[src/rtl/mips_pkg.sv]
// Shared EX-stage definitions for the sequential multiplier.
// FSM state encoding and default operand width.
package mips_pkg;

  localparam int MUL_WIDTH = 32;

  typedef enum logic [1:0] {
    MUL_IDLE = 2'd0,
    MUL_CALC = 2'd1,
    MUL_DONE = 2'd2
  } mul_state_e;

endpackage

[src/rtl/mul_shift_add.sv]
// One shift-add multiply iteration (combinational).
// Ports: acc/mb/ma in, next acc/mb out.
module mul_shift_add
  import mips_pkg::*;
#(
  parameter int WIDTH = MUL_WIDTH
) (
  input  logic [WIDTH-1:0] acc,
  input  logic [WIDTH-1:0] mb,
  input  logic [WIDTH-1:0] ma,
  output logic [WIDTH-1:0] acc_n,
  output logic [WIDTH-1:0] mb_n
);

  logic [WIDTH:0] sum;

  // The carry of the add is shifted back into
  // the top of acc, so no product bit is lost.
  always_comb begin
    sum = {1'b0, acc};
    if (mb[0]) begin
      sum = {1'b0, acc} + {1'b0, ma};
    end
    acc_n = sum[WIDTH:1];
    mb_n  = {sum[0], mb[WIDTH-1:1]};
  end

endmodule

[src/rtl/mult_seq_unit.sv]
// Multi-cycle MULT/MULTU unit writing HiLo; stalls MFHI/MFLO.
// Ports: start/signed/a/b/abort/hilo_rd in; busy/stall/done/hi/lo out.
module mult_seq_unit
  import mips_pkg::*;
#(
  parameter int WIDTH = MUL_WIDTH
) (
  input  logic             clk,
  input  logic             rst,
  input  logic             start_i,
  input  logic             signed_i,
  input  logic [WIDTH-1:0] a_i,
  input  logic [WIDTH-1:0] b_i,
  input  logic             abort_i,
  input  logic             hilo_rd_i,
  output logic             busy_o,
  output logic             stall_o,
  output logic             done_o,
  output logic [WIDTH-1:0] hi_o,
  output logic [WIDTH-1:0] lo_o
);

  localparam int CW = $clog2(WIDTH);
  localparam logic [CW-1:0] CNT_LAST =
    CW'(WIDTH - 1);

  mul_state_e state;
  mul_state_e state_n;

  logic [CW-1:0]    cnt;
  logic [WIDTH-1:0] ma;
  logic [WIDTH-1:0] mb;
  logic [WIDTH-1:0] acc;
  logic             neg;

  logic [WIDTH-1:0]   acc_n;
  logic [WIDTH-1:0]   mb_n;
  logic [WIDTH-1:0]   a_mag;
  logic [WIDTH-1:0]   b_mag;
  logic [2*WIDTH-1:0] prod_mag;
  logic [2*WIDTH-1:0] prod;
  logic               last;

  mul_shift_add #(
    .WIDTH (WIDTH)
  ) u_step (
    .acc   (acc),
    .mb    (mb),
    .ma    (ma),
    .acc_n (acc_n),
    .mb_n  (mb_n)
  );

  // The most negative operand negates to itself,
  // which read as unsigned is the right magnitude.
  always_comb begin
    a_mag = a_i;
    b_mag = b_i;
    if (signed_i && a_i[WIDTH-1]) begin
      a_mag = -a_i;
    end
    if (signed_i && b_i[WIDTH-1]) begin
      b_mag = -b_i;
    end
  end

  // Product includes the iteration of the
  // current (last) edge.
  always_comb begin
    last     = (cnt == CNT_LAST);
    prod_mag = {acc_n, mb_n};
    prod     = prod_mag;
    if (neg) begin
      prod = -prod_mag;
    end
  end

  always_ff @(posedge clk) begin
    if (!rst) begin
      state <= MUL_IDLE;
    end else begin
      state <= state_n;
    end
  end

  always_comb begin
    state_n = state;
    unique case (state)
      MUL_IDLE: begin
        if (start_i) begin
          state_n = MUL_CALC;
        end
      end
      MUL_CALC: begin
        if (abort_i) begin
          state_n = MUL_IDLE;
        end else if (last) begin
          state_n = MUL_DONE;
        end
      end
      MUL_DONE: begin
        state_n = MUL_IDLE;
      end
      default: begin
        state_n = MUL_IDLE;
      end
    endcase
  end

  always_ff @(posedge clk) begin
    if (!rst) begin
      cnt  <= '0;
      ma   <= '0;
      mb   <= '0;
      acc  <= '0;
      neg  <= 1'b0;
      hi_o <= '0;
      lo_o <= '0;
    end else if (state == MUL_IDLE) begin
      if (start_i) begin
        ma  <= a_mag;
        mb  <= b_mag;
        acc <= '0;
        cnt <= '0;
        neg <= signed_i & (a_i[WIDTH-1] ^ b_i[WIDTH-1]);
      end
    end else if (state == MUL_CALC && !abort_i) begin
      acc <= acc_n;
      mb  <= mb_n;
      cnt <= cnt + 1'b1;
      if (last) begin
        hi_o <= prod[2*WIDTH-1:WIDTH];
        lo_o <= prod[WIDTH-1:0];
      end
    end
  end

  assign busy_o  = (state != MUL_IDLE);
  assign done_o  = (state == MUL_DONE);
  assign stall_o = busy_o & hilo_rd_i;

endmodule
[config.mk]
export PLATFORM = sky130hd
export DESIGN_NAME = mult_seq_unit
export DESIGN_NICKNAME = d
export VERILOG_FILES = /design/src/rtl/mips_pkg.sv /design/src/rtl/mul_shift_add.sv /design/src/rtl/mult_seq_unit.sv
export SDC_FILE = /design/constraint.sdc
export NUM_CORES = 1
export LEC_CHECK = 0
export BUFFER_PORTS_ARGS = -buffer_cell sky130_fd_sc_hd__buf_2
export CAP_MARGIN = 10
export CELL_PAD_IN_SITES_DETAIL_PLACEMENT = 1
export CELL_PAD_IN_SITES_GLOBAL_PLACEMENT = 2
export CORE_ASPECT_RATIO = 1.75
export CORE_MARGIN = 2
export CORE_UTILIZATION = 35
export DETAILED_ROUTE_END_ITERATION = 10
export MAX_ROUTING_LAYER = met4
export PLACE_DENSITY_LB_ADDON = 0.12
export SYNTH_ARGS = -nofsm -noshare
export SYNTH_HDL_FRONTEND = slang
export SYNTH_HIERARCHICAL = 1
export SYNTH_SLANG_ARGS = --single-unit
export TNS_END_PERCENT = 100
[constraint.sdc]
create_clock -name clk -period 12.2 [get_ports clk]
set_input_delay 1.22 -clock clk [delete_from_list [all_inputs] [get_ports clk]]
set_output_delay 1.22 -clock clk [all_outputs]
set_load 0.005 [all_outputs]
---- Word level (Yosys, flattened, before mapping) ----
Index checks and enable logic that the tools add are counted.
storage, ports and cells
  logic and storage cells ................. 50
  input port bits ......................... 70
  bits in registers ....................... 168
  output and inout port bits .............. 67
cells by class
  add/sub/neg operators ................... 5
  multiplexer cells ....................... 17
  equal/unequal tests ..................... 5
  bitwise gates (word level) .............. 4
  reductions and logical operators ........ 11
operators by type and width
  cell                                                              count
  32-bit two-way mux                                                8
  64-bit two-way mux                                                1
  32-bit negation                                                   2
  64-bit negation                                                   1
  32-bit by 32-bit adder with 33-bit output                         1
  33-bit two-way mux                                                1
  5-bit two-way mux                                                 3
  2-bit two-way mux                                                 3
  2-bit AND reduction                                               3
  5-bit by 1-bit adder with 5-bit output (second input constant)    1
  5-bit == test (second input constant)                             1
  2-bit case mux with 2 select lines                                1
  2-bit nonzero test                                                2
  1-bit logical AND                                                 3
  3-bit != test (second input constant)                             1
  3-bit AND reduction                                               1
  1-bit bitwise AND                                                 2
  2-bit by 1-bit == test with 1-bit output (second input constant)  1
  2-bit == test (second input constant)                             1
  2-bit zero test                                                   1
  2-bit != test (second input constant)                             1
  1-bit zero test                                                   1
  1-bit inverter                                                    1
  1-bit bitwise XOR                                                 1

---- Longest topological paths before layout ----
  depth in word-level cells ............... 4
  mapped depth ............................ 16
  gate-level depth less buffers ........... 14

---- By module ----
Netlist, hierarchy kept.
modules (own cells, without submodules)
  module         area each (sq um)  times used  sequential area each (sq um)  cells each
  mult_seq_unit  8,904.8            1           3,363.2                       1,091
  mul_shift_add  2,567.5            1           0.0                           371

---- Least setup slack after synthesis ----
Ideal clock, no wire load.
  path kind ............................... reg-to-reg
  from .................................... register ma[0]
  to ...................................... register hi_o[17]
  library setup time ...................... 0.132 ns
  data arrival time ....................... 3.786 ns
  cell stages (with the launch flop) ...... 17
  path buffers ............................ 2
  data required time ...................... 12.068 ns
  clock period less this slack ............ 3.919 ns
  path slack .............................. 8.281 ns
  cell sequence ........................... dfxtp_1 -> ha_1 -> fa_1 -> a21o_1 -> a211oi_2 -> o21bai_1 -> a21oi_1 -> xnor2_1 -> mux2_2 -> nor4_1 -> and3_1 -> clkbuf_1 -> or4b_1 -> buf_6 -> o41ai_4 -> xor2_1 -> a21oi_1
between the ends
  word-level cells in the longest chain between the ends .. 4
ends and longest elaborated chain
  element                                    RTL line              RTL
  start: declaration                         mult_seq_unit.sv:31   logic [WIDTH-1:0] ma;
  start signal: assignment                   mult_seq_unit.sv:121  ma <= a_mag;
  32-bit by 32-bit adder with 33-bit output  mul_shift_add.sv:22   sum = {1'b0, acc} + {1'b0, ma};
  33-bit two-way mux                         mul_shift_add.sv:21   if (mb[0]) begin
  via acc_n[7]                               mult_seq_unit.sv:36   logic [WIDTH-1:0] acc_n;
  64-bit negation                            mult_seq_unit.sv:74   prod = -prod_mag;
  64-bit two-way mux                         mult_seq_unit.sv:73   if (neg) begin
  end signal: assignment                     mult_seq_unit.sv:132  hi_o <= prod[2*WIDTH-1:WIDTH];
  end: declaration                           mult_seq_unit.sv:19   output logic [WIDTH-1:0] hi_o,
The timed path passes the listed nets, and every way through them passes these cells.
A chain may end at the register's enable or synchronous reset.

---- Worst setup path in the final report ----
  from .................................... register ma[0]
  to ...................................... register hi_o[11]
Same word-level chain as after synthesis.

==> metrics.md <==
| Metric | Value |
|---|---|
| Status | complete, no violations |
| Clk sinks | 168 |
| Post-Synthesis Cells | 1462 |
| Multi-input gate area | 0.00743 sq mm |
| Buffers added on ports | 136 |
| DP Area | 0.0122 sq mm |
| Maximum VDD drop | 0.100 mV |
| Net count, final | 1612 |
| Reg2Reg Depth | 14 |
| Area grow syn2layout | 11.5% |
| CP endpoint | hi_o[11] |
| Cell variety after synth | 77 |
| Via Count | 11300 |
| Mean post-synth cell area | 7.85 sq um |
| RSZ-0062 raised after global routing | no |
| Final Hold Fails | 0 |
| Worst Path Required | 12.55 ns |
| Synthesized Nets | 1570 |
| DR iter-0 viols | 415 |
| Clock-pin transition on the worst setup and hold timing paths | 0.07 ns |
| Clock Path Buffers | 2 |
| ANT nets after route | 0 |
| First-pass GRT wire length | 68.6 mm |
| Netlist Area Pre-Place | 0.0115 sq mm |
| Critical path arrival | 4.97 ns |
| Clock latency on the worst-skew pair | 0.46 ns |
| Ranking of synthesized cells by area | dfxtp_1 29%, nor2_1 6.0%, xor2_1 5.9% |
| Synth Flop Type | dfxtp_1 |
| Gp weighted congestion | 0.893 |
| Critical Path End Type | register |
| Largest stage delay, worst path | 0.80 ns |
| Die Ht | 244 microns |
| Post-synthesis sequential area ratio | 29.3% |
| Number of CTS-inserted buffers | 17 |
| Worst-path maximum fanout | 10 |
| Share of cells above drive strength 1 | 15.6% |
| # diodes | 0 |
| Synth Register Bits | 168 |
| Commonest non-fill, non-tap cell in the layout | nor2_1 |
| Number of H-tree levels | 4 |
| Final Setup Violations | 0 |
| Pre-antenna DRT Iters | 4 |
| HPWL after detailed placement | 34.9 mm |
| Slew HR | 24.1% |
| Worst min path class | reg -> reg |
| GRT Util Overall | 27.1% |
| EDFF count, synth | 0 |
| Core Area | 0.0322 sq mm |
| Flop2flop setup slack | 7.57 ns |
| Most frequent cells in the layout | 181 x nor2_1, 168 x dfxtp_1, 136 x buf_2 |
| RR Startpoint | ma[0] |
| Final design utilization | 39.7% |
| Vias/cell | 5.91 |
| Max-slew violations | 0 |
| Io pins | 137 |
| Slew @ Worst Pin | 1.13 ns |
| Die ar. | 0.0343 sq mm |
| Area leader, netlist | dfxtp_1 |
| Filler instances | 3939 |
| Num rows | 87 |
| Crit path kind | reg -> reg |
| Leakage | 5.00 nW |
| Initial antenna violation count | 0 |
| Largest net degree at the start of global routing | 98 |
| Max cap viols | 0 |
| Crit path from | ma[0] |
| Final wirelength | 45.3 mm |
| Setup TNS | 0 ns |
| Clock period minus worst slack | 4.63 ns |
| CP Cell Sequence | ha_1 > fa_1 > a21o_1 > a211oi_2 > o21bai_1 > a21oi_1 > xnor2_1 > mux2_2 > nor4_1 > and3_1 > or4b_1 > o21ai_0 > xor2_1 > a211oi_1 |
| FFs w/ async S/R, synth | 0% |
| Die Span X | 141 microns |
| Vias in the first global route | 11700 |
| DRC viols | 0 |
| Slowest CP cell | or4b_1 |
| Clock Tree Root | clkbuf_16 |
| Pwr per Cell Area | 117 mW/mm^2 |
| Per-cell routed wire length | 23.7 microns |
| CP startpoint kind | register |
| Fmax | 216 MHz |
| Total grt overflow | 0 |
| Hold WS | 0.466 ns |
| Post-synth top area share | 29.3% |
| Fin crit share | 37.9% |
| Initial Utilization | 35.6% |
| Clock Skew | 0.0122 ns |
| Design area | 0.0128 sq mm |
| Reg area | 0.00336 sq mm |
| Total power | 0.00149 W |
| Post-CTS Hold Buffers | 0 |
| Post-CTS Setup Bufs | 0 |
| Worst R2R End | hi_o[11] |
| TritonCTS clock tree | yes |
| Post-CTS Resized | 0 |
| Yosys warns | 6 |
power by group:
group          leakage [nW]  total, W  switching [W]  internal (W)
logic                  3.33  0.000295       0.000196     0.0000983
clock network         0.298  0.000595       0.000252      0.000344
registers              1.37  0.000602      0.0000338      0.000568
total                  5.00   0.00149       0.000482       0.00101
cells by family (layout without fill, tap and decap cells):
logic type               after synthesis  in the layout  share of synthesized area [%]
buffers and inverters                148            201                           6.03
AND/OR/NAND/NOR                      491            491                           21.4
flip-flops                           168            168                           29.3
XOR/XNOR                             123            123                           9.39
multiplexers                          37             37                           3.40
adder cells (fa/ha/maj)               38             38                           4.21
AO/OA/AOI/OAI                        457            457                           26.3
critical path, delay by kind of cell, from the launching register on:
family	cells	cell delay, ns
simple gates	3	1.65
fa+ha+maj	2	0.64
compound gates	6	1.41
mux	1	0.31
flops	1	0.31
xor+xnor	2	0.19
synth_stat cells (all sizes together), types with 3 or more instances:
cell	number
nor2	183
dfxtp	168
a21oi	121
nand2	100
o21ai	98
xor2	77
clkbuf	76
a211oi	58
buf	53
xnor2	46
ha	37
a22oi	36
nand3	35
and3	28
o31ai	28
nor4	27
nand4	25
mux2i	21
nor3	21
inv	19
o41ai	19
or3	19
o22ai	17
mux2	16
a31oi	14
or4	14
a21o	11
o211ai	9
and2	8
nand2b	8
o21bai	8
a311oi	6
o21a	6
a211o	5
a221oi	5
nand4b	4
nor2b	4
nor3b	4
a2111oi	3
o311ai	3
or2	3
routing by layer:
| metal | routed length (microns) | track usage, % |
|---|---|---|
| met5 | 0 | - |
| met4 | 2970 | 16.1 |
| met3 | 969 | 3.18 |
| met2 | 25800 | 53.2 |
| met1 | 15600 | 24.4 |
per-stage QoR:
step	worst slack, ns	cells
2_1_floorplan	8.28	1462
3_3_place_gp	7.66	1885
3_5_place_dp	7.56	1885
4_1_cts	7.54	1915
5_1_grt	7.19	1915
6_report	7.57	1915
state kept, by name, indices dropped and copies added (netlist names):
name,count
acc,32
hi_o,32
lo_o,32
ma,32
mb,32
cnt,5
state,2
neg,1
cell type report:
| class | instances | share of cell area [%] |
|---|---|---|
| Inverter | 19 | 0.567 |
| Timing Repair Buffer | 152 | 6.26 |
| Clock inverter | 13 | 1.53 |
| Multi-Input combinational cell | 1146 | 58.1 |
| Tap cell | 400 | 3.91 |
| Clock buffer | 17 | 3.33 |
| Sequential cell | 168 | 26.3 |
how the worst min path moves through the flow:
stage          slack (ns)       to  cells past startpoint     from
2_1_floorplan        0.44   ma[20]                      2   ma[20]
3_3_place_gp         0.44  hi_o[3]                      2  hi_o[3]
6_report             0.47    ma[0]                      2    ma[0]
5_1_grt              0.49  lo_o[0]                      2  lo_o[0]
3_5_place_dp         0.45  hi_o[1]                      2  hi_o[1]
4_1_cts              0.47  hi_o[1]                      2  hi_o[1]
(Power assumes the default switching activity.)
